File: src/rtl/uart_tx_if.sv
// Parallel-word handshake between a producer and the UART transmitter.
// A transfer happens on any cycle where i_data_valid && o_ready.
interface uart_tx_if #(
  parameter int WIDTH = 8
);
  logic [WIDTH-1:0] i_data;
  logic             i_data_valid;
  logic             o_ready;

  modport master (output i_data, output i_data_valid, input o_ready);
  modport slave  (input i_data, input i_data_valid, output o_ready);
endinterface

File: src/rtl/uart_tx.sv
// UART transmitter: start bit, WIDTH data bits MSB-first, stop bit, DIVISOR clks per bit.
// A one-word holding register lets the next frame start right after the current stop bit.
module uart_tx #(
  parameter int WIDTH   = 8,
  parameter int DIVISOR = 100
) (
  input  logic      clk,
  input  logic      i_reset,
  uart_tx_if.slave  bus,
  output logic      o_tx,
  output logic      o_busy
);
  localparam int BAUD_W = (DIVISOR > 1) ? $clog2(DIVISOR) : 1;
  localparam int BIT_W  = $clog2(WIDTH) + 1;
  localparam logic [BAUD_W-1:0] BAUD_LAST = BAUD_W'(DIVISOR - 1);
  localparam logic [BIT_W-1:0]  BIT_LAST  = BIT_W'(WIDTH - 1);

  typedef enum logic [1:0] {S_IDLE, S_START, S_DATA, S_STOP} state_t;

  state_t            state_q, state_d;
  logic [WIDTH-1:0]  shift_q, shift_d;
  logic [WIDTH-1:0]  hold_q, hold_d;
  logic              hold_full_q, hold_full_d;
  logic              ready_q;
  logic [BAUD_W-1:0] baud_q, baud_d;
  logic [BIT_W-1:0]  bit_q, bit_d;

  logic handshake;
  logic rollover;
  logic load_point;

  assign handshake  = bus.i_data_valid && ready_q;
  assign rollover   = (baud_q == BAUD_LAST);
  // A new frame may begin from IDLE or on the final cycle of a stop bit.
  assign load_point = (state_q == S_IDLE) || ((state_q == S_STOP) && rollover);
  assign bus.o_ready = ready_q;

  always_ff @(posedge clk) begin
    if (i_reset) begin
      state_q <= S_IDLE;
    end else begin
      state_q <= state_d;
    end
  end

  always_ff @(posedge clk) begin
    if (i_reset) begin
      hold_q      <= '0;
      hold_full_q <= 1'b0;
      ready_q     <= 1'b1;
      baud_q      <= '0;
      bit_q       <= '0;
    end else begin
      hold_q      <= hold_d;
      hold_full_q <= hold_full_d;
      ready_q     <= ~hold_full_d;
      baud_q      <= baud_d;
      bit_q       <= bit_d;
    end
  end

  always_ff @(posedge clk) begin
    shift_q <= shift_d;
  end

  always_comb begin
    state_d     = state_q;
    shift_d     = shift_q;
    hold_d      = hold_q;
    hold_full_d = hold_full_q;
    baud_d      = baud_q;
    bit_d       = bit_q;

    if (state_q != S_IDLE) begin
      baud_d = rollover ? '0 : baud_q + 1'b1;
    end

    case (state_q)
      S_START: begin
        if (rollover) begin
          state_d = S_DATA;
          bit_d   = '0;
        end
      end
      S_DATA: begin
        if (rollover) begin
          shift_d = shift_q << 1;
          bit_d   = bit_q + 1'b1;
          if (bit_q == BIT_LAST) begin
            state_d = S_STOP;
          end
        end
      end
      S_STOP: begin
        if (rollover) begin
          state_d = S_IDLE;
        end
      end
      default: ;
    endcase

    // A pending word has priority; otherwise a same-cycle handshake bypasses the holding register.
    if (load_point && hold_full_q) begin
      shift_d     = hold_q;
      hold_full_d = 1'b0;
      baud_d      = '0;
      state_d     = S_START;
    end else if (load_point && handshake) begin
      shift_d = bus.i_data;
      baud_d  = '0;
      state_d = S_START;
    end else if (handshake) begin
      hold_d      = bus.i_data;
      hold_full_d = 1'b1;
    end
  end

  always_comb begin
    o_tx   = 1'b1;
    o_busy = (state_q != S_IDLE);
    case (state_q)
      S_START: o_tx = 1'b0;
      S_DATA:  o_tx = shift_q[WIDTH-1];
      default: o_tx = 1'b1;
    endcase
  end
endmodule
File: src/flat_wrapper.sv
// flat-port wrapper written by rule: the top's interface ports become plain ports
module uart_tx_flat 
#(
  parameter int WIDTH   = 8,
  parameter int DIVISOR = 100
)
  (clk, i_reset, o_tx, o_busy, bus_i_data, bus_i_data_valid, bus_o_ready);
  uart_tx_if #(.WIDTH(WIDTH)) bus_i ();
  input  logic clk;
  input  logic i_reset;
  output logic o_tx;
  output logic o_busy;
  input wire logic [$bits(bus_i.i_data)-1:0] bus_i_data;
  input wire logic [$bits(bus_i.i_data_valid)-1:0] bus_i_data_valid;
  output wire logic [$bits(bus_i.o_ready)-1:0] bus_o_ready;
  assign bus_i.i_data = bus_i_data;
  assign bus_i.i_data_valid = bus_i_data_valid;
  assign bus_o_ready = bus_i.o_ready;
  uart_tx #(.WIDTH(WIDTH), .DIVISOR(DIVISOR)) u_core (.clk(clk), .i_reset(i_reset), .bus(bus_i), .o_tx(o_tx), .o_busy(o_busy));
endmodule
File: config.mk
export PLATFORM = sky130hd
export DESIGN_NAME = uart_tx_flat
export DESIGN_NICKNAME = d
export VERILOG_FILES = /design/src/rtl/uart_tx_if.sv /design/src/rtl/uart_tx.sv /design/src/flat_wrapper.sv
export SDC_FILE = /design/constraint.sdc
export NUM_CORES = 1
export LEC_CHECK = 0
export BUFFER_PORTS_ARGS = -buffer_cell sky130_fd_sc_hd__buf_2
export CAP_MARGIN = 20
export CORE_UTILIZATION = 50
export DETAILED_ROUTE_END_ITERATION = 7
export GPL_ROUTABILITY_DRIVEN = 0
export GPL_TIMING_DRIVEN = 1
export PLACE_DENSITY_LB_ADDON = 0.2
export SYNTH_ARGS = -nofsm -noshare
export SYNTH_HDL_FRONTEND = slang
export SYNTH_SLANG_ARGS = --single-unit
File: constraint.sdc
create_clock -name clk -period 4 [get_ports clk]
set_input_delay 0.2 -clock clk [delete_from_list [all_inputs] [get_ports clk]]
set_output_delay 0.2 -clock clk [all_outputs]
set_load 0.05 [all_outputs]
==> impl_metrics.yaml, run 1 <==
synthesis:
  yosys_warnings: 0
  ys_seq_area_share_pct: 43.8
  yosysUniqueCellTypes: 36
  syn_nets: 189
  synth_edf_count: 8
  async_flop_share_pct: 0
  synth_area_leaders: "dfxtp_1 29%, edfxtp_1 15%, mux2i_1 11%, ha_1 7.0%, nor2_1 5.2%"
  yosys.area_share.simple_pct: 18.2
  ys_ff_latch: 31
  synth-main-ff-cell: "dfxtp_1"
  yosysMostFrequentCell: "dfxtp_1"
  synth_commonest_cells: "23 x dfxtp_1, 22 x nor2_1, 18 x mux2i_1, 16 x nand2_1"
  synthCells: 169
  synth_compound_area_share_pct: 12.8
  synth_xor_area_share_pct: 3.28
  synthMuxAreaShare_pct: 12.0
  synth.avg_cell_area_um2: 9.47
  synth_top_family_by_area: "simple AND/OR/NAND/NOR gates"
  synth_area_mm2: 0.00160
  synth_fa_ha_area_share_pct: 7.04
  synth_top_area_share_pct: 28.8
  synth_area_leader_cell: "dfxtp_1"
power_and_ir_drop:
  power_density_mw_per_mm2: 594
  power_frac_seq_pct: 41.6
  pwr-share-clk_pct: 22.4
  leakage_nw: 0.673
  ir_worst_vdd_mv: 0.318
  internal_power_w: 0.000678
  power.switching_w: 0.000377
  sw_frac_of_total_pct: 35.7
  p_comb_share_pct: 36.0
layout:
  area_growth_syn_to_layout_pct: 11.0
  insertedDiodeCount: 0
  stdcell_area_mm2: 0.00178
  nets: 204
  drive_gt1_share_pct: 14.6
clocking:
  cts.sink_count: 31
  h-tree-depth: 2
  clockBufferDepth: 2
  cts_resized: 0
  cts_buffers: 5
  cts_tree: "yes"
  root_buffer: "clkbuf_4"
  postCtsSetupBuffers: 0
  clk_pin_slew_ns: 0.10
  clk_latency_ns: 0.34
  hold_buffers: 0
floorplanning:
  start_util_pct: 52.4
  die_h_um: 58.6
  io_pins: 14
  die-area_mm2: 0.00343
  coreArea_mm2: 0.00305
  die_w_um: 58.6
  rows: 20
critical_path:
  cp_max_fo: 8
  path_class: "reg -> reg"
  cp.arrival_ns: 2.32
  slowest_delay_ns: 0.86
  crit_path_end_kind: "flop"
  critPathRequiredTime_ns: 3.96
  start_kind: "flop"
  cpMaxStageDelayCell: "o21ai_0"
  cp_cell_sequence: "ha_1 -> and2_0 -> nand2_1 -> o21ai_0"
detailed_routing:
  vias: 1222
  remaining_drc_errors: 0
  drtIter0Drc: 56
  wire_per_inst_um: 12.7
  viasPerCell: 5.34
  wl_mm: 2.91
  dr.pass1.iters: 4
  drtAntennaViolNets: 0
timing:
  fin_skew_ns: 0.00838
  fin_crit_ns: 2.36
  rsz0062_at_grt: "no"
  final-setup-viol-count: 0
  finalCritPeriodShare_pct: 58.9
  slew_headroom_pct: 30.1
  slew_violations: 0
  timing.fmax_ghz: 0.425
  fin_tns_setup_ns: 0
  tightest_slew_ns: 1.04
  hold_viol: 0
place:
  dp_hpwl_mm: 2.14
  placed_area_mm2: 0.00170
  portBuffers: 13
run:
  cap_violations: 0
hold_path:
  hold_class: "in -> reg"
global_route:
  grt.overflow.total: 0
  grt_pass1_wl_mm: 4.96
  grt_max_degree: 17
  grt_antenna_before_repair: 0
  track_usage_pct: 19.2
  grt_pass1_vias: 1131
run_status:
  status: "complete, no violations"
-- registers in the layout (all words and copies together) (netlist names) --
signal / flops
u_core.baud_q: 7
u_core.state_q: 2
u_core.bus.o_ready: 1
u_core.hold_q: 8
u_core.bit_q: 4
u_core.shift_q: 8
u_core.hold_full_q: 1
-- worst max-delay path, delay by kind of cell, from the launching register on --
family	cells	cell delay, ns
adder cells (fa/ha/maj)	1	0.21
flip-flops	1	0.37
AND/OR/NAND/NOR	2	0.55
AO/OA/AOI/OAI	1	0.86
-- cells in the final DEF (no fill, tap or decap), types with 2 or more instances in the layout --
master | netlist | layout
o21ai_1 | 8 | 8
edfxtp_1 | 8 | 8
nand2_1 | 16 | 16
nor2_1 | 22 | 22
a21oi_1 | 9 | 9
o21ai_0 | 8 | 8
mux2i_1 | 18 | 18
nor2_4 | 2 | 2
xor2_1 | 3 | 3
ha_1 | 9 | 9
inv_1 | 7 | 7
nand3_1 | 5 | 5
buf_2 | 1 | 13
clkbuf_4 | 0 | 5
dfxtp_1 | 23 | 23
nor2b_1 | 3 | 3
or3_1 | 2 | 2
xnor2_1 | 3 | 3
-- path summary, 6_finish.rpt --
check        slack [ns]                             to  cells after the start                          start
min                0.11  u_core.hold_q[4]$_SDFFE_PP0P_                      3                  bus_i_data[4]
min reg2reg        0.48   u_core.bit_q[1]$_SDFFE_PP0P_                      2   u_core.bit_q[1]$_SDFFE_PP0P_
max reg2reg        1.64    u_core.shift_q[2]$_DFFE_PP_                      4  u_core.baud_q[0]$_SDFFE_PP0P_
max                1.64    u_core.shift_q[2]$_DFFE_PP_                      4  u_core.baud_q[0]$_SDFFE_PP0P_
-- power by group through the flow --
stage	Clock (W)	Combinational, W	Sequential, W
floorplan	0	0.000302	0.000444
finish	0.000236	0.000380	0.000439
CTS	0.000243	0.000383	0.000440
global route	0.000260	0.000420	0.000447
detailed placement	0	0.000381	0.000447
global placement	0	0.000373	0.000444
-- cells by family after synthesis --
logic type                 count (synthesis)
adders and majority gates                  9
xor gates and xnor gates                   6
and+or+nand+nor                           58
muxes                                     19
AOI/OAI and AO/OA                         34
DFF                                       31
buffers and inverters                     12
-- stage by stage --
step	utilization [%]	setup WS [ns]	hold slack, ns	total power, W	std cells
2_1_floorplan	-	1.84	0.269	0.000746	169
3_3_place_gp	55.7	1.78	0.449	0.000816	221
3_5_place_dp	55.7	1.67	0.461	0.000828	221
4_1_cts	58.2	1.62	0.103	0.00107	229
5_1_grt	58.2	1.46	0.0950	0.00113	229
6_report	58.2	1.64	0.111	0.00106	229
-- metal layers --
layer,wire length (um),global-route usage [%]
met1,1460,25.1
met2,1320,30.0
met3,101,6.59
met4,38,6.12
met5,0,0
-- area by class of cell --
cell class	instances	area [um2]
tap	44	55.1
fill	274	1280
clock inverter	3	38.8
timing repair buffer	13	65.1
sequential	31	701
clock buffer	5	37.5
inverter	7	26.3
multi-input combinational	126	853
No activity file was read; power rests on OpenSTA's default activity.
==> run 2, diff against run 1 <==
clock period = 2.1 ns   (was 4 ns; I/O delays follow)
==> run 2 against run 1 <==
Compared with the run above: wire length is 3.7% higher; combinational power is 100% higher; global-route usage is 1.1 points higher; via count is 3.3% higher; sequential power is 90% higher; sequential share of layout area is 0.44 points lower; clock power is 38% higher; non-clock buffer count is 5 higher; register-to-register slack worse by 1.5 ns; sequential cell count stayed put; clock-buffer cell count is 1 higher; hold slack worse by 0.094 ns.
==> impl_metrics.yaml, run 2 (synthesis results as in run 1) <==
timing:
  slew_headroom_pct: 65.8
  fin_tns_setup_ns: 0
  timing.fmax_ghz: 0.505
  rsz0062_at_grt: "no"
  tightest_slew_ns: 0.511
  fin_skew_ns: 0.0238
  slew_violations: 0
  finalCritPeriodShare_pct: 94.2
  fin_crit_ns: 1.98
  final-setup-viol-count: 0
  hold_viol: 0
floorplanning:
  rows: 20
  die-area_mm2: 0.00343
  die_w_um: 58.6
  die_h_um: 58.6
  io_pins: 14
  start_util_pct: 52.4
  coreArea_mm2: 0.00305
detailed_routing:
  wire_per_inst_um: 12.9
  drtIter0Drc: 57
  viasPerCell: 5.39
  drtAntennaViolNets: 0
  wl_mm: 3.02
  dr.pass1.iters: 5
  remaining_drc_errors: 0
  vias: 1262
clocking:
  h-tree-depth: 2
  root_buffer: "clkbuf_4"
  cts_buffers: 5
  clockBufferDepth: 2
  cts_tree: "yes"
  cts.sink_count: 31
  clk_pin_slew_ns: 0.11
  clk_latency_ns: 0.34
layout:
  drive_gt1_share_pct: 16.3
  fillers: 280
  insertedDiodeCount: 0
  finalNonFillerCells: 234
  area_growth_syn_to_layout_pct: 12.3
  mostFrequentLayoutCell: "dfxtp_1"
  nets: 209
  final_cell_mix: "23 x dfxtp_1, 22 x nor2_1, 18 x mux2i_1, 16 x nand2_1, 13 x buf_2"
  top_regs: "u_core.hold_q: 8 flops, u_core.shift_q: 8 flops, u_core.baud_q: 7 flops"
critical_path:
  cp_cell_sequence: "inv_1 -> ha_1 -> a31oi_2 -> nor2_4 -> a221oi_1 -> mux2i_1"
  start_kind: "flop"
  rr_startpoint: "u_core.state_q[0]$_SDFFE_PP0P_"
  setup.worst_path.end: "u_core.state_q[0]$_SDFFE_PP0P_"
  worstRegToRegCells: 6
  crit_path_end_kind: "flop"
  r2r_slack_ns: 0.12
  cp_max_fo: 16
  cpMaxStageDelayCell: "dfxtp_1"
  cp.arrival_ns: 2.24
  critPathLaunch: "u_core.state_q[0]$_SDFFE_PP0P_"
  r2r-end: "u_core.state_q[0]$_SDFFE_PP0P_"
  critPathRequiredTime_ns: 2.37
  path_class: "reg -> reg"
  slowest_delay_ns: 0.45
global_route:
  grt_pass1_vias: 1163
  grt_pass1_wl_mm: 5.14
  grt.overflow.total: 0
  track_usage_pct: 20.3
  grt_max_degree: 17
  grt_antenna_before_repair: 0
power_and_ir_drop:
  sw_frac_of_total_pct: 37.8
  leakage_nw: 0.686
  pwr-share-clk_pct: 16.9
  p_comb_share_pct: 39.8
  power_frac_seq_pct: 43.3
  ir_worst_vdd_mv: 0.552
  power.switching_w: 0.000730
  power_density_mw_per_mm2: 1070
  internal_power_w: 0.00120
place:
  dp_cells: 224
  portBuffers: 13
  dp_hpwl_mm: 2.20
hold_path:
  hold_class: "in -> reg"
run_status:
  status: "complete, no violations"
run:
  cap_violations: 0
-- run 2: what timing repair did --
action / CTS / global route
gates resized for setup: 0 / 3
setup buffers: 0 / 1
endpoints found under the hold margin: 1 / 0
setup endpoints to repair: 0 / 12
hold buffers: 1 / 0
-- run 2: layout make-up --
cell class,count,area [um2],share of cell area (%)
Multi-Input combinational cell,126,860,47.8
Timing Repair Buffer,18,105,5.85
Tap cell,44,55.1,3.06
Sequential cell,31,701,39.0
Inverter,7,26.3,1.46
Clock inverter,2,8.76,0.487
Clock buffer,6,41.3,2.30
-- run 2: worst min path at each step --
stage,start,to,slack (ns),depth (start not counted)
after global placement,bus_i_data[6],u_core.hold_q[6]$_SDFFE_PP0P_,0.36,3
after global routing,bus_i_data[6],u_core.hold_q[6]$_SDFFE_PP0P_,0.03,3
after CTS,bus_i_data[4],u_core.hold_q[4]$_SDFFE_PP0P_,0.005,3
after floorplan,i_reset,u_core.bit_q[1]$_SDFFE_PP0P_,0.17,1
after detailed placement,bus_i_data[5],u_core.hold_q[5]$_SDFFE_PP0P_,0.37,3
final,bus_i_data[3],u_core.hold_q[3]$_SDFFE_PP0P_,0.02,3
-- run 2: critical path, delay by kind of cell (launching register included) --
family          cells  cell delay, ns
buf+inv             1            0.13
simple gates        1            0.15
fa+ha+maj           1            0.27
flops               1            0.45
compound gates      2            0.69
mux                 1            0.22
-- run 2: per-layer routing --
layer	GRT usage, %	part of all wire [%]	vias to the layer above
met4	8.84	1.3	0
met5	0	0	-
met1	25.7	47	603
met2	32.0	47	24
li1	-	-	630
met3	6.59	4.5	5
-- run 2: power by group through the flow --
stage	Clock, W	Combinational [W]	Sequential [W]
global route	0.000362	0.000846	0.000852
CTS	0.000340	0.000766	0.000837
detailed placement	0	0.000763	0.000849
finish	0.000326	0.000768	0.000836
floorplan	0	0.000576	0.000845
global placement	0	0.000740	0.000845
-- run 2: stage by stage --
step	hold slack [ns]	power, W	util (%)	area, um2	setup slack [ns]
2_1_floorplan	0.174	0.00142	-	1600	0.161
3_3_place_gp	0.361	0.00158	56.4	1720	0.149
3_5_place_dp	0.371	0.00161	56.4	1720	0.0507
4_1_cts	0.00509	0.00194	58.4	1780	0.0425
5_1_grt	0.0328	0.00206	58.9	1800	0.0186
6_report	0.0167	0.00193	58.9	1800	0.122
==> run 3, diff against run 2 <==
ABC_AREA = 1   (was default)
CAP_MARGIN = default   (was 20)
==> run 3 against run 2 <==
Compared with the run above: sequential power grew 6.8%; register-to-register slack gained 0.14 ns; clock skew shrank 0.010 ns; core utilization shrank 0.84 points; sequential cell count is the same; first-iteration DRC count grew 7.0%; combinational power grew 22%; critical endpoint is now o_tx; largest power group is now combinational logic.
==> impl_metrics.yaml, run 3 <==
run_status:
  status: "complete, no violations"
run:
  cap_violations: 0
critical_path:
  rr_startpoint: "u_core.state_q[0]$_SDFFE_PP0P_"
  r2r_slack_ns: 0.26
  critPathLaunch: "u_core.state_q[0]$_SDFFE_PP0P_"
  crit_path_end_kind: "output pin"
  setup.worst_path.end: "o_tx"
  cp.arrival_ns: 1.77
  path_class: "reg -> out"
  critPathRequiredTime_ns: 2.00
  r2r-end: "u_core.hold_q[7]$_SDFFE_PP0P_"
  cp_max_fo: 5
  worstRegToRegCells: 9
  start_kind: "flop"
clocking:
  cts.sink_count: 31
  cts_tree: "yes"
  h-tree-depth: 2
  root_buffer: "clkbuf_4"
  clk_pin_slew_ns: 0.10
  cts_buffers: 5
  cts_resized: 0
  clk_latency_ns: 0.34
  postCtsSetupBuffers: 0
  hold_buffers: 0
  clockBufferDepth: 2
place:
  portBuffers: 13
  dp_hpwl_mm: 2.22
  dp_cells: 239
detailed_routing:
  wl_mm: 2.99
  vias: 1274
  drtAntennaViolNets: 0
  remaining_drc_errors: 0
  viasPerCell: 5.16
  dr.pass1.iters: 4
  wire_per_inst_um: 12.1
  drtIter0Drc: 61
synthesis:
  synth-main-ff-cell: "dfxtp_1"
  ys_seq_area_share_pct: 43.1
  synth.avg_cell_area_um2: 8.73
  synthCells: 186
  synth_area_leader_cell: "dfxtp_1"
  synth_area_leaders: "dfxtp_1 28%, edfxtp_1 15%, ha_1 6.9%, nand2_1 6.2%, nand3_1 5.5%"
  synth_commonest_cells: "27 x nand2_1, 23 x dfxtp_1, 21 x nor2_1, 18 x nand3_1, 12 x a21oi_1"
  yosysMostFrequentCell: "nand2_1"
  synth_area_mm2: 0.00162
  yosysUniqueCellTypes: 38
  async_flop_share_pct: 0
  synth_edf_count: 8
  yosys_warnings: 0
  synth_top_area_share_pct: 28.4
  ys_ff_latch: 31
  syn_nets: 206
global_route:
  grt.overflow.total: 0
  grt_pass1_wl_mm: 5.09
  track_usage_pct: 19.7
  grt_max_degree: 18
  grt_pass1_vias: 1150
  grt_antenna_before_repair: 0
timing:
  fin_skew_ns: 0.0138
  rsz0062_at_grt: "no"
  fin_crit_ns: 1.88
  final-setup-viol-count: 0
  hold_viol: 0
  slew_violations: 0
  finalCritPeriodShare_pct: 89.4
  fin_tns_setup_ns: 0
  slew_headroom_pct: 73.7
  timing.fmax_ghz: 0.533
  tightest_slew_ns: 0.395
power_and_ir_drop:
  leakage_nw: 0.727
  power_density_mw_per_mm2: 1260
  ir_worst_vdd_mv: 0.677
floorplanning:
  die-area_mm2: 0.00348
  io_pins: 14
  die_h_um: 59.0
  rows: 20
  start_util_pct: 52.8
  coreArea_mm2: 0.00308
  die_w_um: 59.0
layout:
  nets: 222
  area_growth_syn_to_layout_pct: 9.94
  fillers: 309
  mostFrequentLayoutCell: "nand2_1"
  finalNonFillerCells: 247
  final_cell_mix: "27 x nand2_1, 23 x dfxtp_1, 21 x nor2_1, 18 x nand3_1, 13 x buf_2"
  insertedDiodeCount: 0
  drive_gt1_share_pct: 23.2
  top_regs: "u_core.hold_q: 8 flops, u_core.shift_q: 8 flops, u_core.baud_q: 7 flops"
hold_path:
  hold_class: "in -> reg"
-- run 3: cell count changes after synthesis, sizes merged, moves of 6 or more --
cell	change
o21ai	-9
nand2	+19
mux2i	-18
nand3	+14
a31oi	+6
inv	+7
-- run 3: kinds of logic (layout without fill, tap and decap cells) --
| family | Yosys count | in the layout | synth area share [%] |
|---|---|---|---|
| flip-flops | 31 | 31 | 43.1 |
| adder cells (fa/ha/maj) | 9 | 9 | 6.93 |
| AND/OR/NAND/NOR | 90 | 90 | 29.0 |
| buffers and inverters | 20 | 37 | 6.01 |
| AO/OA/AOI/OAI | 31 | 31 | 12.3 |
| XOR/XNOR | 5 | 5 | 2.70 |
-- run 3: final cells by class --
cell class	count	area, um2	area share (%)
Timing Repair Buffer	14	72.6	4.06
Inverter	15	56.3	3.15
Tap cell	44	55.1	3.08
Sequential cell	31	701	39.2
Clock inverter	1	6.26	0.350
Multi-Input combinational cell	135	830	46.5
Clock buffer	7	65.1	3.64
-- run 3: critical path, stage by stage (launching register included) --
cell and delay (ns):
dfxtp_1 0.41, inv_1 0.13, ha_1 0.29, or2_1 0.30
nand2_1 0.07, buf_2 0.25
-- run 3: worst min-delay path by stage --
| stage | endpoint | cells after the start | from |
|---|---|---|---|
| floorplan | u_core.hold_q[7]$_SDFFE_PP0P_ | 2 | bus_i_data[7] |
| global placement | u_core.hold_q[7]$_SDFFE_PP0P_ | 3 | bus_i_data[7] |
| detailed placement | u_core.hold_q[7]$_SDFFE_PP0P_ | 3 | bus_i_data[7] |
| CTS | u_core.hold_q[7]$_SDFFE_PP0P_ | 3 | bus_i_data[7] |
| global route | u_core.hold_q[0]$_SDFFE_PP0P_ | 3 | bus_i_data[0] |
| finish | u_core.hold_q[7]$_SDFFE_PP0P_ | 3 | bus_i_data[7] |
-- run 3: through the flow --
step           total power (W)  hold slack, ns  setup slack (ns)  util [%]  area (um2)
2_1_floorplan          0.00168           0.226             0.162         -        1620
6_report               0.00224          0.0197             0.222      58.0        1790
5_1_grt                0.00241          0.0298            0.0796      58.0        1790
4_1_cts                0.00225          0.0206             0.142      57.9        1780
3_3_place_gp           0.00181           0.342             0.269      55.6        1710
3_5_place_dp           0.00184           0.372             0.160      55.6        1710
-- run 3: per-layer routing --
| layer | track usage, % | share of wire [%] | up-vias | routed length (um) |
|---|---|---|---|---|
| met5 | 0 | 0 | - | 0 |
| met4 | 7.14 | 1.6 | 0 | 48 |
| met3 | 5.24 | 3.4 | 5 | 103 |
| met2 | 29.4 | 44 | 21 | 1310 |
| met1 | 27.4 | 51 | 587 | 1530 |
| li1 | - | - | 661 | - |
-- run 3: report_power, final --
group / switching, W / internal, W
Sequential: 0.0000851 / 0.000808
Clock: 0.000216 / 0.000197
Combinational: 0.000638 / 0.000302
Total: 0.000939 / 0.00131
